**config.mk**
```make
export PLATFORM = sky130hd
export DESIGN_NAME = lsu_master
export DESIGN_NICKNAME = d
export VERILOG_FILES = /design/src/rtl/lsu_master.sv
export SDC_FILE = /design/constraint.sdc
export NUM_CORES = 1
export LEC_CHECK = 0
export CORE_MARGIN = 3
export CORE_UTILIZATION = 35
export CTS_BUF_LIST = sky130_fd_sc_hd__clkbuf_16
export CTS_CLUSTER_DIAMETER = 200
export DETAILED_ROUTE_END_ITERATION = 8
export DONT_BUFFER_PORTS = 1
export PLACE_DENSITY = 0.57
export SLEW_MARGIN = 20
export SYNTH_ARGS = -nofsm -noshare
export SYNTH_HDL_FRONTEND = slang
export SYNTH_SLANG_ARGS = --single-unit
```
**constraint.sdc**
```tcl
create_clock -name clk -period 4.63 [get_ports clk]
set_clock_uncertainty 0.2 [all_clocks]
set_input_delay 0.6945 -clock clk [delete_from_list [all_inputs] [get_ports clk]]
set_output_delay 0.6945 -clock clk [all_outputs]
set_load 0.05 [all_outputs]
```
**src/rtl/lsu_master.sv**
```systemverilog
// RV32I load/store initiator: validates alignment/funct3, issues one word-aligned
// byte-enabled bus transaction per request and returns an extended one-cycle response.
module lsu_master #(
    parameter int TIMEOUT_CYCLES = 255,
    parameter int CNT_W          = 8
) (
    input  logic        clk,
    input  logic        rst,
    input  logic        lsu_valid,
    output logic        lsu_ready,
    input  logic        lsu_we,
    input  logic [2:0]  lsu_funct3,
    input  logic [31:0] lsu_addr,
    input  logic [31:0] lsu_wdata,
    output logic        rsp_valid,
    output logic        rsp_fault,
    output logic [31:0] rsp_rdata,
    output logic        mem_req,
    input  logic        mem_gnt,
    output logic [31:0] mem_addr,
    output logic        mem_we,
    output logic [3:0]  mem_be,
    output logic [31:0] mem_wdata,
    input  logic        mem_rvalid,
    input  logic [31:0] mem_rdata
);
    localparam logic [1:0] S_IDLE = 2'd0;
    localparam logic [1:0] S_REQ  = 2'd1;
    localparam logic [1:0] S_WAIT = 2'd2;
    localparam logic [1:0] S_DONE = 2'd3;

    localparam int              TLAST    = (TIMEOUT_CYCLES > 0) ? TIMEOUT_CYCLES - 1 : 0;
    localparam logic [CNT_W-1:0] CNT_LAST = TLAST[CNT_W-1:0];

    logic [1:0]       state;
    logic [CNT_W-1:0] cnt;
    logic             we_q;
    logic [2:0]       f3_q;
    logic [1:0]       off_q;

    logic             bad_req;
    logic [3:0]       be_dec;
    logic [31:0]      wd_dec;
    logic [7:0]       ld_byte;
    logic [15:0]      ld_half;
    logic [31:0]      ld_data;
    logic             timed_out;

    assign lsu_ready = (state == S_IDLE);
    assign timed_out = (TIMEOUT_CYCLES != 0) && (cnt == CNT_LAST);

    // Request decode: illegal funct3 for the direction, or address not size-aligned
    always_comb begin
        bad_req = 1'b0;
        if (lsu_we) bad_req = lsu_funct3[2] | (lsu_funct3[1:0] == 2'b11);
        else        bad_req = (lsu_funct3[1:0] == 2'b11) | (lsu_funct3 == 3'b110);
        if ((lsu_funct3[1:0] == 2'b01) && lsu_addr[0])        bad_req = 1'b1;
        if ((lsu_funct3[1:0] == 2'b10) && (|lsu_addr[1:0]))   bad_req = 1'b1;
        case (lsu_funct3[1:0])
            2'b00:   begin be_dec = 4'b0001 << lsu_addr[1:0]; wd_dec = {4{lsu_wdata[7:0]}};  end
            2'b01:   begin be_dec = 4'b0011 << lsu_addr[1:0]; wd_dec = {2{lsu_wdata[15:0]}}; end
            default: begin be_dec = 4'b1111;                  wd_dec = lsu_wdata;            end
        endcase
    end

    // Load lane select and extension
    always_comb begin
        case (off_q)
            2'd0:    ld_byte = mem_rdata[7:0];
            2'd1:    ld_byte = mem_rdata[15:8];
            2'd2:    ld_byte = mem_rdata[23:16];
            default: ld_byte = mem_rdata[31:24];
        endcase
        ld_half = off_q[1] ? mem_rdata[31:16] : mem_rdata[15:0];
        case (f3_q)
            3'b000:  ld_data = {{24{ld_byte[7]}}, ld_byte};
            3'b001:  ld_data = {{16{ld_half[15]}}, ld_half};
            3'b100:  ld_data = {24'd0, ld_byte};
            3'b101:  ld_data = {16'd0, ld_half};
            default: ld_data = mem_rdata;
        endcase
    end

    always_ff @(posedge clk or posedge rst) begin
        if (rst) begin
            state     <= S_IDLE;
            cnt       <= '0;
            we_q      <= 1'b0;
            f3_q      <= 3'd0;
            off_q     <= 2'd0;
            mem_req   <= 1'b0;
            mem_we    <= 1'b0;
            mem_be    <= 4'd0;
            mem_addr  <= 32'd0;
            mem_wdata <= 32'd0;
            rsp_valid <= 1'b0;
            rsp_fault <= 1'b0;
            rsp_rdata <= 32'd0;
        end else begin
            rsp_valid <= 1'b0;
            case (state)
                S_IDLE: if (lsu_valid) begin
                    we_q  <= lsu_we;
                    f3_q  <= lsu_funct3;
                    off_q <= lsu_addr[1:0];
                    if (bad_req) begin
                        state     <= S_DONE;
                        rsp_valid <= 1'b1;
                        rsp_fault <= 1'b1;
                        rsp_rdata <= 32'd0;
                    end else begin
                        state     <= S_REQ;
                        cnt       <= '0;
                        mem_req   <= 1'b1;
                        mem_addr  <= {lsu_addr[31:2], 2'b00};
                        mem_we    <= lsu_we;
                        mem_be    <= be_dec;
                        mem_wdata <= wd_dec;
                    end
                end
                S_REQ: begin
                    cnt <= cnt + 1'b1;
                    if (mem_gnt) begin
                        mem_req <= 1'b0;
                        if (we_q) begin
                            state     <= S_DONE;
                            rsp_valid <= 1'b1;
                            rsp_fault <= 1'b0;
                            rsp_rdata <= 32'd0;
                        end else begin
                            state <= S_WAIT;
                            cnt   <= '0;
                        end
                    end else if (timed_out) begin
                        mem_req   <= 1'b0;
                        state     <= S_DONE;
                        rsp_valid <= 1'b1;
                        rsp_fault <= 1'b1;
                        rsp_rdata <= 32'd0;
                    end
                end
                S_WAIT: begin
                    cnt <= cnt + 1'b1;
                    if (mem_rvalid) begin
                        state     <= S_DONE;
                        rsp_valid <= 1'b1;
                        rsp_fault <= 1'b0;
                        rsp_rdata <= ld_data;
                    end else if (timed_out) begin
                        state     <= S_DONE;
                        rsp_valid <= 1'b1;
                        rsp_fault <= 1'b1;
                        rsp_rdata <= 32'd0;
                    end
                end
                default: state <= S_IDLE;
            endcase
        end
    end
endmodule

```
After elaboration in Yosys (flattened, before gate mapping). Index checks and enable logic that the tools add are counted.

$add $sub $neg: 1. Eq/ne operators: 17. Shift operators: 2. Mux-type cells: 46. Bitwise operators: 3. Reduce and logical (&&, ||, !) cells: 14.

Operator list (count): $mux 32 (6); $pmux 32 s4 (1); $pmux 32 s3 (1); $pmux 32 s2 (1); $pmux 8 s3 (2); $mux 8 (4); $mux 1 (20); $mux 16 (1); $mux 2 (5); $eq 3x3->1 const B (3); $add 8x1->8 const B (1); $eq 2x2->1 const B (4); $eq 8x8->1 const B (1); $pmux 4 s2 (1); $reduce_and 4->1 (2); $eq 2x1->1 const B (3); $logic_not 2->1 (3); $ne 3x3->1 const B (2); $pmux 1 s3 (2); $pmux 2 s3 (1); $reduce_and 3->1 (2); $ne 2x2->1 const B (2); $shl 1x2->4 const A (1); $shl 2x2->4 const A (1); other kinds (11) (13).

Flip-flop bits (word level): 118. Input bits: 105. Word-level logic and storage cells: 96.

Depth between registers and ports, before layout.
Depth in word-level cells: 8. Gate-level depth with buffers: 9. Mapped depth without buffers: 7.

Worst setup path before layout. No wires, ideal clock.

Path type: register to register. Start point: reg state[0]. End point: reg rsp_rdata[16]. Setup time: 0.066 ns. Arrival: 2.395 ns. Slack: 1.970 ns. Stages on the path, launching flop included: 10. Buffers on the path: 2. Clock period less this slack: 2.660 ns. Cells stage by stage: dfrtp_1 inv_1 ha_1 clkbuf_1 inv_1 a31oi_4 or4_4 buf_6 nor4b_1 a211o_1.

Word-level cells in the longest chain between the ends: 3.

Ends and longest elaborated chain: start, declared (line 35) `logic [1:0] state;`; start signal, assigned (line 86) `state <= S_IDLE;`; start signal, assigned (line 107) `state <= S_DONE;`; start signal, assigned (line 112) `state <= S_REQ;`; $logic_not 2->1 *; via lsu_ready (line 10) `output logic lsu_ready,`; $ne 2x1->1 (no line), or another cell as far along; $reduce_and 4->1 (no line); end signal, assigned (line 148) `rsp_rdata <= ld_data;`; end, declared (line 17) `output logic [31:0] rsp_rdata,`.

Mark *: on every way through the listed nets, which the timed path passes. The rest lies on a longest branch. A chain may end at the register's enable or synchronous reset.

Final worst setup path.
Start point: reg state[0]. End point: reg rsp_rdata[27].

Same word-level chain as after synthesis.

==> results by group <==
Outcome
  – Run status: finished clean

Layout
  – Final non-filler cell total: 792
  – Fill cells: around 1600
  – ANT cells: 0
  – Nets: 671
  – Footprint of the multi-input gates: 2840 sq um
  – FF+latch area: 2950 sq um
  – Layout cells sized above 1: between 10% and 20%
  – Syn-to-layout area delta: 12.2%
  – Design area: 6710 sq um

Setup path
  – WS Path Type: register to register
  – Crit path arrival time: 3.36 ns
  – Crit path launch type: register
  – Crit Path Max Fanout: 22
  – Crit end category: register
  – Required @ worst endpoint: between 4 and 5 ns

Synth
  – Post-synth EDFFs: 0
  – Syn_area_per_cell: ~10 sq um
  – Synth unique cells: 58
  – Syn. warnings: 0
  – Synth Instances: 570
  – Mapped cell area: 5980 sq um
  – Main flop type after synthesis: dfrtp_1
  – Seq/Total Area, Yosys: approximately half
  – Async SR Flop Fraction: between 90% and 100%
  – Seq cells post-synth: 118

Floorplan
  – Initial Utilization: 35.9%
  – Number of top-level pins: between 200 and 250
  – Die area: 18700 sq um
  – Die Y: around 140 microns
  – FP Rows: between 40 and 50
  – Die Wd: ~140 microns
  – Core area: about 17000 sq um

Drt
  – First-pass iteration count of the detailed router: 4
  – Total Wirelength: 16100 microns
  – Drt drc: 0
  – DR WL/cell: 20.3 microns
  – Number of DRC markers in iteration 0: 189
  – Vias per cell: 5.59
  – Detail Route Antenna Nets: 0
  – Vias after detailed routing: 4429

Power and ir drop
  – Pwr/cell area: between 800 and 900 nW/um^2
  – Leakage: 3.00 nW
  – Max VDD drop: 0.449 mV

Timing
  – Max-slew violations: 0
  – Relative slew slack: about 27%
  – Setup TNS: 0 ns
  – Final setup viols: 0
  – RSZ-0062 raised after global routing: no
  – Final Hold Fails: 0
  – Crit share post-route: 70.7%
  – Maximum clock rate: between 300 and 400 MHz
  – Tmin final: 3.27 ns
  – Measured slew at the worst slew-check pin: 1.09 ns

CTS
  – TritonCTS Buffers: 17
  – Postcts setup bufs: 0
  – Clk slew on worst S/H paths: 0.06 ns
  – Max Buffers Root-to-Sink: 2
  – Post-cts repair resize count: 0
  – CTS Hold Buffers Added: 0
  – Clk_lat worst skew: 0.41 ns
  – Root Driver: clkbuf_16
  – Clk sink count: 118
  – CTS tree: built
  – H-tree Lvls: 4

Global route
  – Largest net degree at the start of global routing: 96
  – Global-route wire length before repair: 24600 microns
  – Number of global-route vias before repair: 4545
  – Grt total ovfl: 0
  – Initial antenna violation count: 0
  – GRT Util Overall: between 15 and 20%

Place
  – Placed Area: approximately 6000 sq um
  – IO buf count: 0
  – Detailed placement HPWL: 11800 microns
  – Routability Congestion: 0.803
  – DP Cell Count: between 700 and 800

Job
  – Max Cap Viol: 0

Worst hold path
  – Hold Path Class: primary input to asynchronous set/reset pin
layer usage:
| metal | track usage (%) | vias up | wire [microns] |
|---|---|---|---|
| met5 | 0 | - | 0 |
| met2 | 26.8 | 209 | 7650 |
| met1 | 19.9 | 2137 | 6220 |
| met4 | 6.49 | 0 | 234 |
| met3 | 8.53 | 21 | 1980 |
| li1 | - | 2062 | - |
critical path: stages (launching register included):
cell     delay [ns]
dfrtp_1        0.41
inv_1          0.17
ha_1           0.78
inv_1          0.20
a31oi_4        0.27
or4_1          0.68
nor3_1         0.12
a211o_1        0.31
worst paths after layout:
check | start | to | slack (ns) | cells after the start
max | state[0] | rsp_rdata[27] | 1.36 | 7
min | rst | mem_addr[10] | 0.06 | 1
max reg2reg | state[0] | rsp_rdata[27] | 1.36 | 7
min reg2reg | cnt[7] | cnt[7] | 0.32 | 1
max in group asynchronous | rst | rsp_rdata[25] | 3.36 | 2
min in group clk | lsu_addr[11] | mem_addr[11] | 0.22 | 1
kinds of logic (layout without fill, tap and decap cells):
group / count (synthesis) / in the layout / share of synthesized area [%]
AND/OR/NAND/NOR: 172 / 172 / 14.9
other: 1 / 2 / 0.0627
adder cells (fa/ha/maj): 7 / 7 / 1.46
flip-flops: 118 / 118 / 49.4
buffers and inverters: 46 / 47 / 3.58
AO/OA/AOI/OAI: 148 / 148 / 16.5
multiplexers: 78 / 78 / 14.2
registers in the layout, indices dropped and copies added, names as in the netlist:
register   flops
mem_wdata     32
rsp_rdata     32
mem_addr      30
cnt            8
mem_be         4
f3_q           3
off_q          2
state          2
mem_req        1
mem_we         1
rsp_fault      1
rsp_valid      1
we_q           1
report_power, final:
group	leakage [nW]	total, W	internal (W)	switching, W
sequential	1.50	0.00330	0.00144	0.00186
clock	0.272	0.00126	0.000783	0.000475
combinational	1.22	0.00132	0.000571	0.000748
placed cells by master, fill, tap and decap left out, drive strengths merged, types with 2 or more instances in the layout:
cell / instances
a211o: 13
a211oi: 9
a21oi: 24
a221o: 9
a22o: 2
a2bb2oi: 7
a31oi: 5
and3: 11
buf: 4
bufinv: 2
clkbuf: 17
clkinv: 7
clkinvlp: 4
conb: 2
dfrtp: 118
ha: 7
inv: 13
mux2: 44
mux2i: 33
nand2: 53
nand2b: 6
nand3: 6
nor2: 42
nor2b: 8
nor3: 19
nor4: 4
nor4b: 12
o21a: 2
o21ai: 60
o22a: 3
o2bb2ai: 4
or2: 2
or3: 3
or4: 3
area by class of cell:
class	count	area share (%)
sequential	118	44.0
multi-input combinational	407	42.3
clock buffer	17	6.34
tap	220	4.10
clock inverter	15	2.11
inverter	11	0.690
timing repair buffer	4	0.448
synthesized netlist by cell type, drive strengths merged, types with 2 or more instances:
cell type / count / area share, %
dfrtp: 118 / 49
o21ai: 60 / 5.0
nand2: 53 / 3.3
mux2: 44 / 8.3
nor2: 42 / 2.6
mux2i: 33 / 5.5
a21oi: 24 / 2.0
nor3: 19 / 1.7
buf: 18 / 1.8
clkbuf: 17 / 1.1
a211o: 13 / 1.9
nor4b: 12 / 2.2
and3: 11 / 1.2
inv: 11 / 0.69
a211oi: 9 / 1.1
a221o: 9 / 1.5
nor2b: 8 / 0.84
a2bb2oi: 7 / 1.0
ha: 7 / 1.5
nand2b: 6 / 0.63
nand3: 6 / 0.50
a31oi: 5 / 0.88
nor4: 4 / 0.42
o2bb2ai: 4 / 0.59
o22a: 3 / 0.44
or3: 3 / 0.31
or4: 3 / 0.50
a22o: 2 / 0.29
o21a: 2 / 0.25
or2: 2 / 0.21
stage by stage:
stage	hold slack, ns	util [%]	setup WS [ns]	power, W
5_1_grt	0.112	40.3	1.13	0.00620
6_report	0.0596	40.3	1.36	0.00588
3_5_place_dp	0.298	36.9	1.37	0.00465
3_3_place_gp	0.286	36.9	1.51	0.00459
2_1_floorplan	0.262	-	0.606	0.00429
4_1_cts	0.203	40.3	1.37	0.00593
(Power assumes the default switching activity.)
